**config.mk**
```make
export PLATFORM = sky130hd
export DESIGN_NAME = pipe_stage_chain
export DESIGN_NICKNAME = d
export VERILOG_FILES = /design/src/rtl/pipe_pkg.sv /design/src/rtl/pipe_slot.sv /design/src/rtl/pipe_stage_chain.sv
export SDC_FILE = /design/constraint.sdc
export NUM_CORES = 1
export LEC_CHECK = 0
export CAP_MARGIN = 40
export CELL_PAD_IN_SITES_DETAIL_PLACEMENT = 1
export CELL_PAD_IN_SITES_GLOBAL_PLACEMENT = 1
export CORE_MARGIN = 2
export CORE_UTILIZATION = 29
export CTS_CLUSTER_DIAMETER = 60
export DETAILED_ROUTE_END_ITERATION = 10
export MAX_ROUTING_LAYER = met4
export PLACE_DENSITY_LB_ADDON = 0.3
export SLEW_MARGIN = 5
export SYNTH_ARGS = -nofsm -noshare
export SYNTH_HDL_FRONTEND = slang
export SYNTH_SLANG_ARGS = --single-unit
```
**constraint.sdc**
```tcl
create_clock -name Clk -period 6.5 [get_ports Clk]
set_clock_uncertainty 0.15 [all_clocks]
set_input_delay 0.975 -clock Clk [delete_from_list [all_inputs] [get_ports Clk]]
set_output_delay 0.975 -clock Clk [all_outputs]
set_load 0.02 [all_outputs]
```
**src/rtl/pipe_pkg.sv**
```systemverilog
// rtl/pipe_pkg.sv - shared constants, payload layout and helpers for pipeline stage chains
//
// Purpose : common definitions for the generic inter-stage pipeline register
//           (pipe_stage_chain) and its per-slot register (pipe_slot).
// Contents: NOP encoding, default payload width, maximum chain depth,
//           IF/ID payload field offsets, packed payload struct and helpers.
package pipe_pkg;

  localparam logic [31:0] NOP_INSTR      = 32'h0000_0000;
  localparam int          PIPE_PAYLOAD_W = 64;
  localparam int          PIPE_MAX_DEPTH = 8;

  // Field offsets inside a {PC_Plus_4, Instruction} payload.
  localparam int          PC_LSB         = 32;
  localparam int          INSTR_LSB      = 0;

  typedef struct packed {
    logic [31:0] pc_plus_4;
    logic [31:0] instr;
  } if_id_payload_t;

  // Builds an IF/ID payload word from its two fields.
  function automatic logic [PIPE_PAYLOAD_W-1:0] pack_if_id(
    input logic [31:0] pc_plus_4,
    input logic [31:0] instr
  );
    if_id_payload_t p;
    p.pc_plus_4 = pc_plus_4;
    p.instr     = instr;
    return p;
  endfunction

  // True when an OCC_W-bit counter can hold every count 0..max_count.
  function automatic bit occ_fits(input int occ_w, input int max_count);
    return (64'(1) << occ_w) > 64'(max_count);
  endfunction

endpackage

```
**src/rtl/pipe_slot.sv**
```systemverilog
// rtl/pipe_slot.sv - one valid+data register of a pipeline stage chain
//
// Purpose : single slot of the chain; updates on the falling clock edge.
//           i_flush has priority and turns the slot into a bubble holding
//           FLUSH_VAL. i_load captures the upstream valid/data; an invalid
//           upstream payload is stored as FLUSH_VAL so bubbles are always
//           clean. With neither asserted the slot holds.
// Ports   : i_clk            clock (state changes on negedge)
//           i_flush          synchronous clear (reset or flush)
//           i_load           capture i_valid/i_data this edge
//           i_valid, i_data  upstream valid bit and payload
//           o_valid, o_data  registered valid bit and payload
module pipe_slot #(
  parameter int                 DATA_W    = 64,
  parameter logic [DATA_W-1:0]  FLUSH_VAL = '0
) (
  input  logic              i_clk,
  input  logic              i_flush,
  input  logic              i_load,
  input  logic              i_valid,
  input  logic [DATA_W-1:0] i_data,
  output logic              o_valid,
  output logic [DATA_W-1:0] o_data
);

  logic              r_valid;
  logic [DATA_W-1:0] r_data;

  always_ff @(negedge i_clk) begin
    if (i_flush) begin
      r_valid <= 1'b0;
      r_data  <= FLUSH_VAL;
    end else if (i_load) begin
      r_valid <= i_valid;
      r_data  <= i_valid ? i_data : FLUSH_VAL;
    end
  end

  assign o_valid = r_valid;
  assign o_data  = r_data;

endmodule

```
**src/rtl/pipe_stage_chain.sv**
```systemverilog
// rtl/pipe_stage_chain.sv - parametrised valid/ready pipeline register chain with flush
//
// Purpose : DEPTH back-to-back slots of DATA_W payload between two pipeline
//           stages, with stall back-pressure, bubble collapsing and
//           flush-to-bubble. All state changes on the falling clock edge.
// Macro   : PIPE_SKID_EN - adds one skid entry ahead of slot 0 so In_Ready is
//           a registered signal with no combinational path from Out_Ready.
// Ports   : Clk        clock (negedge active)
//           Reset      synchronous active-high reset
//           In_Valid   upstream payload present
//           In_Ready   chain accepts In_Data this edge
//           In_Data    upstream payload
//           Out_Valid  last slot holds a live payload
//           Out_Ready  downstream consumes Out_Data this edge
//           Out_Data   last slot payload (FLUSH_VAL when not valid)
//           Flush      drop every in-flight payload
//           Occupancy  valid payloads held (slots + skid)
// Params  : DATA_W, DEPTH (1..PIPE_MAX_DEPTH), FLUSH_VAL, OCC_W
//           (2**OCC_W must exceed DEPTH+1).
module pipe_stage_chain
  import pipe_pkg::*;
#(
  parameter int                DATA_W    = PIPE_PAYLOAD_W,
  parameter int                DEPTH     = 1,
  parameter logic [DATA_W-1:0] FLUSH_VAL = '0,
  parameter int                OCC_W     = 4
) (
  input  logic              Clk,
  input  logic              Reset,
  input  logic              In_Valid,
  output logic              In_Ready,
  input  logic [DATA_W-1:0] In_Data,
  output logic              Out_Valid,
  input  logic              Out_Ready,
  output logic [DATA_W-1:0] Out_Data,
  input  logic              Flush,
  output logic [OCC_W-1:0]  Occupancy
);

  localparam logic [OCC_W-1:0] OCC_ONE = OCC_W'(1);

  logic [DEPTH-1:0]  w_valid;
  logic [DATA_W-1:0] w_data [DEPTH];
  logic [DEPTH-1:0]  w_move;
  logic [DEPTH-1:0]  w_load;
  logic              w_clear;
  logic              w_src_valid;
  logic [DATA_W-1:0] w_src_data;
  logic              w_xfer_in;
  logic              w_xfer_out;
  logic [OCC_W-1:0]  r_occ;

  assign w_clear = Reset | Flush;

  // A valid slot advances when every slot ahead of it up to the next bubble
  // is valid and moving; equivalently, when there is a bubble somewhere
  // ahead, or the whole run to the tail is full and downstream is ready.
  // Scanning from the tail with a running "all valid above" flag avoids a
  // bit-to-bit combinational chain on w_move.
  always_comb begin : p_move
    logic full_above;
    full_above = 1'b1;
    w_move     = '0;
    w_load     = '0;
    for (int i = DEPTH - 1; i >= 0; i--) begin
      w_move[i]  = w_valid[i] & (Out_Ready | ~full_above);
      w_load[i]  = ~w_valid[i] | w_move[i];
      full_above = full_above & w_valid[i];
    end
  end

  for (genvar g = 0; g < DEPTH; g++) begin : g_slot
    if (g == 0) begin : g_head
      pipe_slot #(
        .DATA_W    (DATA_W),
        .FLUSH_VAL (FLUSH_VAL)
      ) u_slot (
        .i_clk   (Clk),
        .i_flush (w_clear),
        .i_load  (w_load[g]),
        .i_valid (w_src_valid),
        .i_data  (w_src_data),
        .o_valid (w_valid[g]),
        .o_data  (w_data[g])
      );
    end else begin : g_body
      pipe_slot #(
        .DATA_W    (DATA_W),
        .FLUSH_VAL (FLUSH_VAL)
      ) u_slot (
        .i_clk   (Clk),
        .i_flush (w_clear),
        .i_load  (w_load[g]),
        .i_valid (w_valid[g-1]),
        .i_data  (w_data[g-1]),
        .o_valid (w_valid[g]),
        .o_data  (w_data[g])
      );
    end
  end

`ifdef PIPE_SKID_EN
  logic              r_skid_valid;
  logic [DATA_W-1:0] r_skid_data;

  // The skid entry is older than anything on In_Data, so it feeds slot 0
  // first. While it is occupied the input is closed, which keeps In_Ready a
  // pure register output.
  assign w_src_valid = r_skid_valid | In_Valid;
  assign w_src_data  = r_skid_valid ? r_skid_data : In_Data;
  assign In_Ready    = ~r_skid_valid;

  always_ff @(negedge Clk) begin
    if (w_clear) begin
      r_skid_valid <= 1'b0;
      r_skid_data  <= FLUSH_VAL;
    end else if (r_skid_valid) begin
      if (w_load[0]) begin
        r_skid_valid <= 1'b0;
        r_skid_data  <= FLUSH_VAL;
      end
    end else if (In_Valid & ~w_load[0]) begin
      r_skid_valid <= 1'b1;
      r_skid_data  <= In_Data;
    end
  end
`else
  assign w_src_valid = In_Valid;
  assign w_src_data  = In_Data;
  assign In_Ready    = w_load[0];
`endif

  assign w_xfer_in  = In_Valid & In_Ready;
  assign w_xfer_out = w_valid[DEPTH-1] & Out_Ready;

  // Flush wins over both transfers; whatever left on the flush edge is
  // simply gone along with everything else, so the count goes to zero.
  always_ff @(negedge Clk) begin
    if (w_clear) begin
      r_occ <= '0;
    end else begin
      case ({w_xfer_in, w_xfer_out})
        2'b10:   r_occ <= r_occ + OCC_ONE;
        2'b01:   r_occ <= r_occ - OCC_ONE;
        default: r_occ <= r_occ;
      endcase
    end
  end

  assign Out_Valid = w_valid[DEPTH-1];
  assign Out_Data  = w_data[DEPTH-1];
  assign Occupancy = r_occ;

endmodule

```
==> results of run 1 <==
cells by family after synthesis:
family,count (synthesis),share of synthesized area (%)
compound gates,71,14.23
mux,1,0.3833
xor+xnor,3,1.006
fa+ha+maj,3,1.438
flops,69,52.90
buf+inv,32,5.463
simple gates,142,24.58
state kept, by name (all words and copies together) (netlist names):
signal                        count
Occupancy                         4
g_slot.g_head.u_slot.o_data      64
g_slot.g_head.u_slot.o_valid      1
per-layer routing:
metal	vias to the layer above	routed length (microns)	global-route usage, %
met2	122	4334	29.47
li1	1474	-	-
met5	-	0	-
met1	1390	3798	21.43
met3	10	809	10.28
met4	0	84	7.060
stage by stage:
stage	power, mW	area (sq um)	util, %
6_report	1.202	4571	52.41
5_1_grt	1.299	4571	52.41
4_1_cts	1.236	4568	52.38
3_5_place_dp	0.6464	4049	46.43
3_3_place_gp	0.6438	4049	46.43
2_1_floorplan	0.5692	2611	-
where the power goes:
group          total, mW  internal, mW  switching [mW]
clock network      0.627         0.348           0.279
logic              0.129        0.0698          0.0596
registers          0.445         0.438         0.00692
how the worst min path moves through the flow:
| stage | start | endpoint | slack [ns] | cells past startpoint |
|---|---|---|---|---|
| 2_1_floorplan | g_slot[0].g_head.u_slot.o_data[0] | g_slot[0].g_head.u_slot.o_data[0] | 0.38 | 2 |
| 3_3_place_gp | g_slot[0].g_head.u_slot.o_data[60] | g_slot[0].g_head.u_slot.o_data[60] | 0.29 | 2 |
| 6_report | g_slot[0].g_head.u_slot.o_data[10] | g_slot[0].g_head.u_slot.o_data[10] | 0.30 | 2 |
| 5_1_grt | g_slot[0].g_head.u_slot.o_data[38] | g_slot[0].g_head.u_slot.o_data[38] | 0.31 | 2 |
| 4_1_cts | g_slot[0].g_head.u_slot.o_data[61] | g_slot[0].g_head.u_slot.o_data[61] | 0.30 | 2 |
| 3_5_place_dp | g_slot[0].g_head.u_slot.o_data[61] | g_slot[0].g_head.u_slot.o_data[61] | 0.29 | 2 |
cell usage after synthesis (all sizes together), types with 2 or more instances:
cell type / number / share of area [%]
xor2: 3 / 1.0
or3: 2 / 0.53
dfxtp: 69 / 53
nand3: 64 / 12
nand2: 65 / 9.3
ha: 3 / 1.4
nor2: 4 / 0.57
o21ai: 2 / 0.38
buf: 18 / 3.5
a21oi: 67 / 13
inv: 3 / 0.43
clkbuf: 11 / 1.6
worst max-delay path, delay by kind of cell (launching register included):
family	cells	cell delay, ns
buffers and inverters	3	1.14
flip-flops	1	0.32
AND/OR/NAND/NOR	1	0.13
layout by cell type (no fill, tap or decap), types with 3 or more instances in the layout:
cell type / netlist / layout
clkdlybuf4s50_1: 0 / 137
inv_1: 3 / 72
dfxtp_1: 69 / 69
a21oi_1: 66 / 66
nand2_1: 65 / 65
nand3_1: 64 / 64
clkbuf_8: 0 / 10
nor2_1: 4 / 4
bufinv_16: 0 / 4
xor2_1: 3 / 3
ha_1: 3 / 3
buf_4: 0 / 3
timing repair:
action	CTS	global route
setup buffers	0	0
hold buffers	0	0
gates cloned	0	0
resized for setup	1	1
setup endpoints to repair	1	1
hold endpoints to repair	0	0
final cells by class:
cell class / count / area [sq um] / area share [%]
multi-input combinational: 220 / 1095 / 23.95
timing repair buffer: 143 / 1433 / 31.34
inverter: 2 / 7.507 / 0.1642
clock buffer: 9 / 123.9 / 2.710
tap: 108 / 135.1 / 2.956
clock inverter: 76 / 395.4 / 8.650
sequential: 69 / 1381 / 30.22
==> results summary, run 1 <==
The post-synthesis sequential element count came out at 69. The total setup violations reported at the end of the flow is 0. The first-pass GRT wire length came out at 15,080 microns. The die covers 0.009779 sq mm. The final wirelength is 9026 microns. The via count of the first global-routing pass is 3,353. The antenna cell count came out at 0. The gate count of the mapped netlist is 321.

The starting density of the core came out at 29.94%. The count of final hold-check violations came out at 0. The number of enable-type register cells in the synthesized netlist is 0.

The first routing iteration left 79 violations. The number of antenna violations at the first check in global routing came out at 0. Hold timing on the final database bottoms out at a slack of 0.2980 ns.

The total congestion overflow after global routing came out at 0. The launch point of the critical path is g_slot[0].g_head.u_slot.o_valid. The buffer levels on the longest clock path is 2.

The proportion of synthesized chip area in sequential cells came out at 52.90%. Entering global routing, the biggest net connects 66 pins. The cell depth of the worst flop-to-flop path is 10. The count of buffers added on input and output ports is 138. The standard-cell row count came out at 34.

The layout overhead on the synthesized area came out at 75.04%. In this run the vertical extent of the chip is 98.89 microns. The number of nets at the end of the flow is 586. Data on the critical path arrives at its endpoint at 5.23 ns.

The power per unit of standard cell area is 262.9 mW/mm^2. The worst pin sits at a relative slew slack of 52.94%. The synthesized netlist occupies a cell area of 0.002611 sq mm.

The endpoint identified for the worst register-to-register timing path is Occupancy[2]. The number of design rule violations left after detail routing came out at 0. The clock latency at the later pin of the worst-skew pair is 0.38 ns.

The critical path goes through nor2b_4 > inv_2 > clkbuf_8 > clkdlybuf4s50_1. Routability-driven placement finished with a final weighted congestion of 0.6997. The data required time at the worst endpoint came out at 5.37 ns. For this run, the leading register cell type out of synthesis is dfxtp_1. The max-capacitance violation count is 0.

The last element of the critical path is In_Ready. For this design the static power due to leakage is 1.893 nW. The I/O pin total is 139. The summed negative setup slack over all endpoints came out at 0 ns. The number of buffers created by CTS came out at 9.

Dividing the detail-routed via count by the number of cells gives 4.778. The worst hold path belongs to the class flop to flop. The die is 98.89 microns wide. After legalization and detailed placement, the total HPWL measured 5585 microns. The minimum setup slack after placement is 0.08767 ns.

The type of element capturing the critical path is an output port. The CTS clock-pin slew for the worst setup and hold paths came out at 0.04 ns. The filler cell count came out at 1,050. The clock tree synthesis step divided the H-tree into 3 levels.

The number of distinct library cells after synthesis came out at 25. For this run, the detailed router's first-pass iteration total came to 4. The mean instance size in the synthesized netlist came out at 8.135 sq um. Once routing completed, OpenROAD measured the worst setup slack at 0.1439 ns. The number of cells in the design after placement is 543. STA classifies the critical path startpoint as a flop. Of the cells placed in the final design, the portion with a size suffix greater than 1 is 5.010%. The source of the worst register-to-register timing path is g_slot[0].g_head.u_slot.o_valid. The flow ran to the end, and the final reports show no timing, DRC or antenna violations. The post-route antenna net violation count came out at 0. The critical path in this run is classified as flop to output port. The net count after synthesis is 393. CTS placed an instance of clkbuf_8 at the clock tree root. The via count of the routed design came out at 2,996. The total core area is 0.008721 sq mm. In the synthesized netlist the async set-or-reset flop fraction comes to 0%. Across the VDD grid, the largest voltage drop is 0.1158 mV. Setup repair after global routing left no endpoint under its margin. Along the worst path, the maximum fanout reaches 65. The total count of max-transition violations in the final report came to 0. The worst register-to-register path has a setup slack of 4.47 ns. The clock tree from TritonCTS is done.

The slew at the pin with the worst max-slew slack is 0.7060 ns. The master of the slowest instance on the critical path is clkdlybuf4s50_1. The warning count from the yosys run is 0. The final routed wire length divided by cell count came out at 14.40 microns. Leaving out filler cells and counting taps, the final layout contains 627. The number of sinks on the clock net came out at 69.

The total routing usage reported by global routing came out at 19.31%. The peak per-stage delay on the critical path is 0.70 ns.
(Power assumes the default switching activity.)
==> inputs of run 2 (changes only) <==
- GPL_TIMING_DRIVEN: default -> 0
==> results summary, run 2 (synthesis gave the netlist of run 1 again) <==
The number of design rule violations left after detail routing is 0. The clock group share of total power came out at 45.6%. The class of the worst hold path is flop to flop. The filler cell count is 1,112. The estimated wirelength of the detail-placed design came out at 6389 microns.

The data required time at the worst endpoint is 3.42 ns. The total congestion overflow after global routing is 0. Once detail routing completed, the nets flagged for antenna violations numbered 0. The cell internal power dissipation came out at 699.7 uW. The clock latency at the later pin of the worst-skew pair is 0.39 ns. The total routing usage reported by global routing came out at 19.55%.

The total core area is 0.008721 sq mm. The layout overhead on the synthesized area came out at 73.93%. The number of buffers created by CTS is 9. The slew at the pin with the worst max-slew slack is 0.4955 ns. The area of the die is 0.009779 sq mm. The number of port buffers came out at 137. The floorplan step set the die height to 98.89 microns.

The CTS clock-pin slew for the worst setup and hold paths came out at 0.04 ns. The run finished with clean final reports. The max-capacitance violation count came out at 0. The critical path data arrival time is 3.26 ns.

The ratio of routed vias to standard cells came out at 4.849. The worst register-to-register path has a depth of 11. The power per unit of standard cell area is 233.0 mW/mm^2.

The total setup violations reported at the end of the flow is 0. The ratio of cells with drive above 1 in the final layout is 6.839%. The standard-cell row count is 34. The setup slack of the critical path after layout came out at 0.1663 ns. In this run the power spent charging and discharging nets is 358.7 uW. The final wirelength is 9256 microns. No sink is reached through more buffers than the 2 on the longest clock path. The slack of the worst reg-to-reg path is 4.08 ns. After detailed routing, the average wire length per cell comes to 14.26 microns. Once layout is done, the placed cells without fillers occupy 0.004542 sq mm. The maximum level of the CTS H-tree is 3. The largest net degree at the start of global routing is 12. The combinational share of power is 12.3%. Setup repair after global routing left no endpoint under its margin. The weighted congestion at the end of routability-driven global placement is 0.7761. The switching power share of the total is 33.89%. Before CTS, the worst setup slack after placement is -0.3094 ns. TritonCTS built the clock tree.

The maximum resistive drop on vdd came out at 0.09079 mV. The relative contribution of sequential cells to total power is 42.0%. The total count of max-transition violations in the final report came out at 0. The number of flip-flops in the largest register came out at 64. The iteration-0 DRC count of the detailed router is 75. The analysis attributes to cell leakage a power of 1.883 nW. Leaving out fill and tap cells, the most frequent cells in the layout are 137 x clkdlybuf4s50_1, 72 x inv_1, 69 x dfxtp_1. The first-pass GRT wire length is 15,120 microns. The number of nets at the end of the flow came out at 609. The startpoint identified for the worst hold timing path is g_slot[0].g_head.u_slot.o_data[60].

The I/O pin total is 139. From left edge to right edge, the die measures 98.89 microns. The antenna cell count came out at 0. The cell area reported after detailed placement came out at 0.004118 sq mm.

The maximum net fanout on the critical path is 10. The worst hold path terminates at g_slot[0].g_head.u_slot.o_data[60]. Summing all multi-input logic gate instances after layout gives 0.001092 sq mm.

The critical path is of the input port to flop type. The via count of the first global-routing pass is 3,397. The cell chosen for the clock root is clkbuf_8.

For this block, the via count after detailed routing is 3,147. The number of antenna violations at the first check in global routing is 0. The starting density of the core is 29.94%. The total area of sequential cells came out at 0.001381 sq mm.

The number of sinks on the clock net came out at 69. The worst setup path is launched from an input port. The headroom to the max-slew limit came out at 66.97%.

The endpoint identified for the worst register-to-register timing path is Occupancy[2]. The cell depth of the worst hold path came out at 2. The count of final hold-check violations was 0. The source of the worst register-to-register timing path is g_slot[0].g_head.u_slot.o_valid. The worst setup path is captured at a flop. The first detailed-routing pass took 5 iterations.

The most common cell after layout, fill and taps aside is clkdlybuf4s50_1. On the final layout, the worst hold slack is 0.2967 ns.
## run 2: cell count changes in the layout (fill, tap and decap cells not counted), moves of 2 or more
cell	change
buf_2	+16
buf_4	-3
bufinv_16	-4
clkbuf_1	+11
clkinvlp_2	+2
## run 2: area by class of cell
type	count	share of cell area (%)
tap	108	2.975
multi-input combinational	220	24.05
buffer	29	2.948
sequential	69	30.41
clock inverter	75	6.529
clock buffer	9	2.727
inverter	2	0.1653
timing repair buffer	137	30.19
## run 2: repair_timing
action                                 4_1_cts  5_1_grt
setup endpoints to repair                    0        1
hold buffers                                 0        0
resized for setup                            0        3
buffers inserted                             0        0
endpoints found under the hold margin        0        0
## run 2: critical path, cell delays in order
cell and delay, ns:
clkdlybuf4s50_1 0.48, nor2b_2 0.06, inv_1 0.08, clkbuf_4 0.20, nand2_1 0.09, ha_2 0.23
xor2_1 0.17, ha_1 0.19, a21oi_1 0.17, xor2_1 0.10, or3_1 0.33, a21oi_1 0.16
## run 2: worst max path at each step
| stage | start | end | cells past startpoint |
|---|---|---|---|
| 5_1_grt | Out_Ready | Occupancy[2] | 12 |
| 3_3_place_gp | Out_Ready | Occupancy[2] | 12 |
| 2_1_floorplan | Out_Ready | Occupancy[2] | 11 |
| 4_1_cts | Out_Ready | Occupancy[2] | 12 |
| 3_5_place_dp | Out_Ready | Occupancy[2] | 12 |
| 6_report | Out_Ready | Occupancy[2] | 12 |
## run 2: stage by stage
stage	cells	total power [mW]	utilization [%]	TNS, ns
2_1_floorplan	321	0.5692	-	0
3_3_place_gp	566	0.6450	47.22	-0.1697
3_5_place_dp	566	0.6471	47.22	-0.3576
4_1_cts	649	1.086	51.99	0
5_1_grt	649	1.152	52.08	0
6_report	649	1.058	52.08	0
## run 2: power groups by stage
| stage | clock network, mW | logic [mW] | registers, mW |
|---|---|---|---|
| 2_1_floorplan | 0.0653 | 0.0389 | 0.465 |
| 3_3_place_gp | 0.0653 | 0.129 | 0.450 |
| 3_5_place_dp | 0.0653 | 0.131 | 0.451 |
| 4_1_cts | 0.510 | 0.132 | 0.445 |
| 5_1_grt | 0.566 | 0.141 | 0.445 |
| 6_report | 0.483 | 0.131 | 0.445 |
## run 2: metal layers
layer  part of all wire [%]  global-route usage [%]  up-vias
li1                       -                       -     1515
met1                     41                   20.48     1475
met2                     49                   30.56      140
met3                    9.0                   9.716       17
met4                    1.2                   9.589        0
met5                      0                       -        -
==> inputs of run 3 (changes only) <==
- CORE_UTILIZATION: 29 -> 27
- CTS_CLUSTER_DIAMETER: 60 -> default
- clock period: 6.5 -> 6.9 ns (I/O delays scaled with it)
==> results summary, run 3 (synthesis gave the netlist of run 1 again) <==
The switching power share of the total came out at 33.09%. The slew at the pin with the worst max-slew slack is 0.5134 ns. The combinational share of power is 12.4%.

The source of the worst register-to-register timing path is g_slot[0].g_head.u_slot.o_valid. The clock group share of total power came out at 45.3%. The library cell used most frequently in the layout, excluding fill and tap cells, is clkdlybuf4s50_1. The post-route antenna net violation count came out at 0. For this run the aggregate overflow at the end of global routing stands at 0. For this design the static power due to leakage is 1.887 nW. TritonCTS built the clock tree.

The maximum net fanout on the critical path is 10. The startpoint of the lowest-slack hold path is g_slot[0].g_head.u_slot.o_data[32]. The maximum level of the CTS H-tree came out at 3. The worst hold slack across all endpoints is 0.2977 ns.

The layout overhead on the synthesized area is 74.99%. The iteration-0 DRC count of the detailed router is 53. The die covers 0.01047 sq mm.

The number of antenna violations at the first check in global routing came out at 0. Summing internal, switching and leakage power gives 991.3 uW. The total count of max-transition violations in the final report came to 0. Buffers inserted during clock tree synthesis total 9. Counting tap cells, the placed design contains a total of 587 instances.

The final wirelength came out at 8871 microns. Internal power comes to 663.2 uW. The region available for standard cell placement spans 0.009328 sq mm. The number of port buffers is 137.

The path with the worst hold slack has its endpoint at g_slot[0].g_head.u_slot.o_data[32]. Clock-pin slew was measured on the worst setup and hold paths at 0.03 ns. The global-route met2 utilization is 27.88%. The relative contribution of sequential cells to total power is 42.3%. The setup slack of the critical path after layout is 0.3062 ns. The cell chosen for the clock root is clkbuf_8. The weighted congestion at the end of routability-driven global placement is 0.7395.

The starting density of the core came out at 27.99%. The number of nets at the end of the flow is 609. The flow ran to the end, and the final reports show no timing, DRC or antenna violations. The data required time at the worst endpoint came out at 3.61 ns. The number of search-and-repair iterations in the first detailed-routing pass came out at 4. The worst setup path is captured at a flop. Leaving out fill and tap cells, the most frequent cells in the layout are 137 x clkdlybuf4s50_1, 71 x inv_1, 69 x dfxtp_1. The ratio of routed vias to standard cells came out at 4.547. The maximum resistive drop on vdd is 0.09348 mV. Clock tree synthesis found a total of 69 sinks. The first global-routing pass estimated 14,130 microns of wire. The minimum setup slack after placement came out at -0.08195 ns.

The power per unit of standard cell area came out at 216.9 mW/mm^2. The buffer levels on the longest clock path came out at 2. Entering global routing, the biggest net connects 13 pins. The via count of the first global-routing pass is 3,298.

The number of design rule violations left after detail routing came out at 0. The via count of the routed design came out at 3,051. The standard-cell row count came out at 35. The floorplan die width came out at 102.3 microns. met2 is the most crowded layer. The slack of the worst reg-to-reg path is 4.49 ns. The critical path in this run is classified as input port to flop.

The startpoint type of the worst setup path is an input port. The cell depth of the worst flop-to-flop path came out at 11. In the final routed layout, each cell accounts on average for 13.22 microns.

The buffers inserted during post-CTS setup optimization came out at 0. Data arrives at the worst endpoint at 3.30 ns. Hold repair after CTS inserted 0 buffers.

The count of final hold-check violations is 0. The fraction of met1 tracks used by global routing came out at 17.86%. Measured against its own limit, the worst slew margin works out to 65.77%. The cell depth of the worst hold path came out at 2. Setup violations remaining at the end of the flow were counted as 0. The estimated wirelength of the detail-placed design came out at 6342 microns. The ratio of cells with drive above 1 in the final layout is 6.827%. The fraction of met3 tracks used by global routing is 9.097%. The count of cells in the finished layout, fillers not included, comes to 671.

The number of flip-flops in the largest register is 64. The I/O pin total is 139. The number of gates resized after cts came out at 0. Max-cap violations in this run came to 0. The endpoint identified for the worst register-to-register timing path is Occupancy[2].

The antenna cell count is 0. The clock latency at the later pin of the worst-skew pair is 0.38 ns. The path class of the tightest hold or removal check is flop to flop. The die outline height came out at 102.3 microns.

The total routing usage reported by global routing came out at 17.46%. Setup repair after global routing left no endpoint under its margin. For this design the total switching power over the nets is 328.0 uW.
==> run 3: cell types whose count changed in the layout (fill, tap and decap cells not counted), sizes merged <==
cell | previous run | this run
clkbuf | 21 | 20
buf | 17 | 18
clkinv | 2 | 1
inv | 73 | 75
==> run 3: how the worst max path moves through the flow <==
stage | start | to | slack (ns) | cells past startpoint
4_1_cts | Out_Ready | Occupancy[2] | 0.31 | 12
2_1_floorplan | Out_Ready | Occupancy[2] | 0.52 | 11
6_report | Out_Ready | Occupancy[2] | 0.31 | 12
3_3_place_gp | Out_Ready | Occupancy[2] | -0.04 | 12
5_1_grt | Out_Ready | Occupancy[2] | 0.13 | 12
3_5_place_dp | Out_Ready | Occupancy[2] | -0.08 | 12
==> run 3: power by group through the flow <==
| stage | Clock [mW] | Combinational, mW | Sequential [mW] |
|---|---|---|---|
| floorplan | 0.0615 | 0.0366 | 0.438 |
| global placement | 0.0615 | 0.122 | 0.424 |
| detailed placement | 0.0615 | 0.124 | 0.425 |
| CTS | 0.478 | 0.125 | 0.419 |
| global route | 0.528 | 0.133 | 0.419 |
| finish | 0.449 | 0.123 | 0.419 |
==> run 3: worst max-delay path: stages <==
cell and delay [ns]:
clkdlybuf4s50_1 0.47, nor2b_1 0.06, inv_1 0.09, buf_2 0.23
nand2_1 0.10, ha_1 0.27, xor2_1 0.18, ha_1 0.18
a21oi_1 0.14, xor2_1 0.09, or3_1 0.30, a21oi_1 0.14
==> run 3: final cells by class <==
type | count | area (sq um)
Timing Repair Buffer | 137 | 1371
Buffer | 29 | 131.4
Clock buffer | 9 | 123.9
Inverter | 2 | 7.507
Tap cell | 129 | 161.4
Multi-Input combinational cell | 220 | 1087
Sequential cell | 69 | 1381
Fill cell | 1169 | 4758
Clock inverter | 76 | 305.3
==> run 3: metrics by stage <==
stage,setup TNS [ns],cell area (sq um),util (%)
4_1_cts,0,4569,48.99
3_5_place_dp,-0.08195,4144,44.43
3_3_place_gp,-0.03817,4144,44.43
2_1_floorplan,0,2611,-
5_1_grt,0,4569,48.99
6_report,0,4569,48.99
==> run 3: routing by layer <==
metal / vias to the layer above / share of wire, %
li1: 1519 / -
met1: 1399 / 42
met2: 126 / 48
met3: 7 / 9.0
met4: 0 / 0.73
met5: - / 0
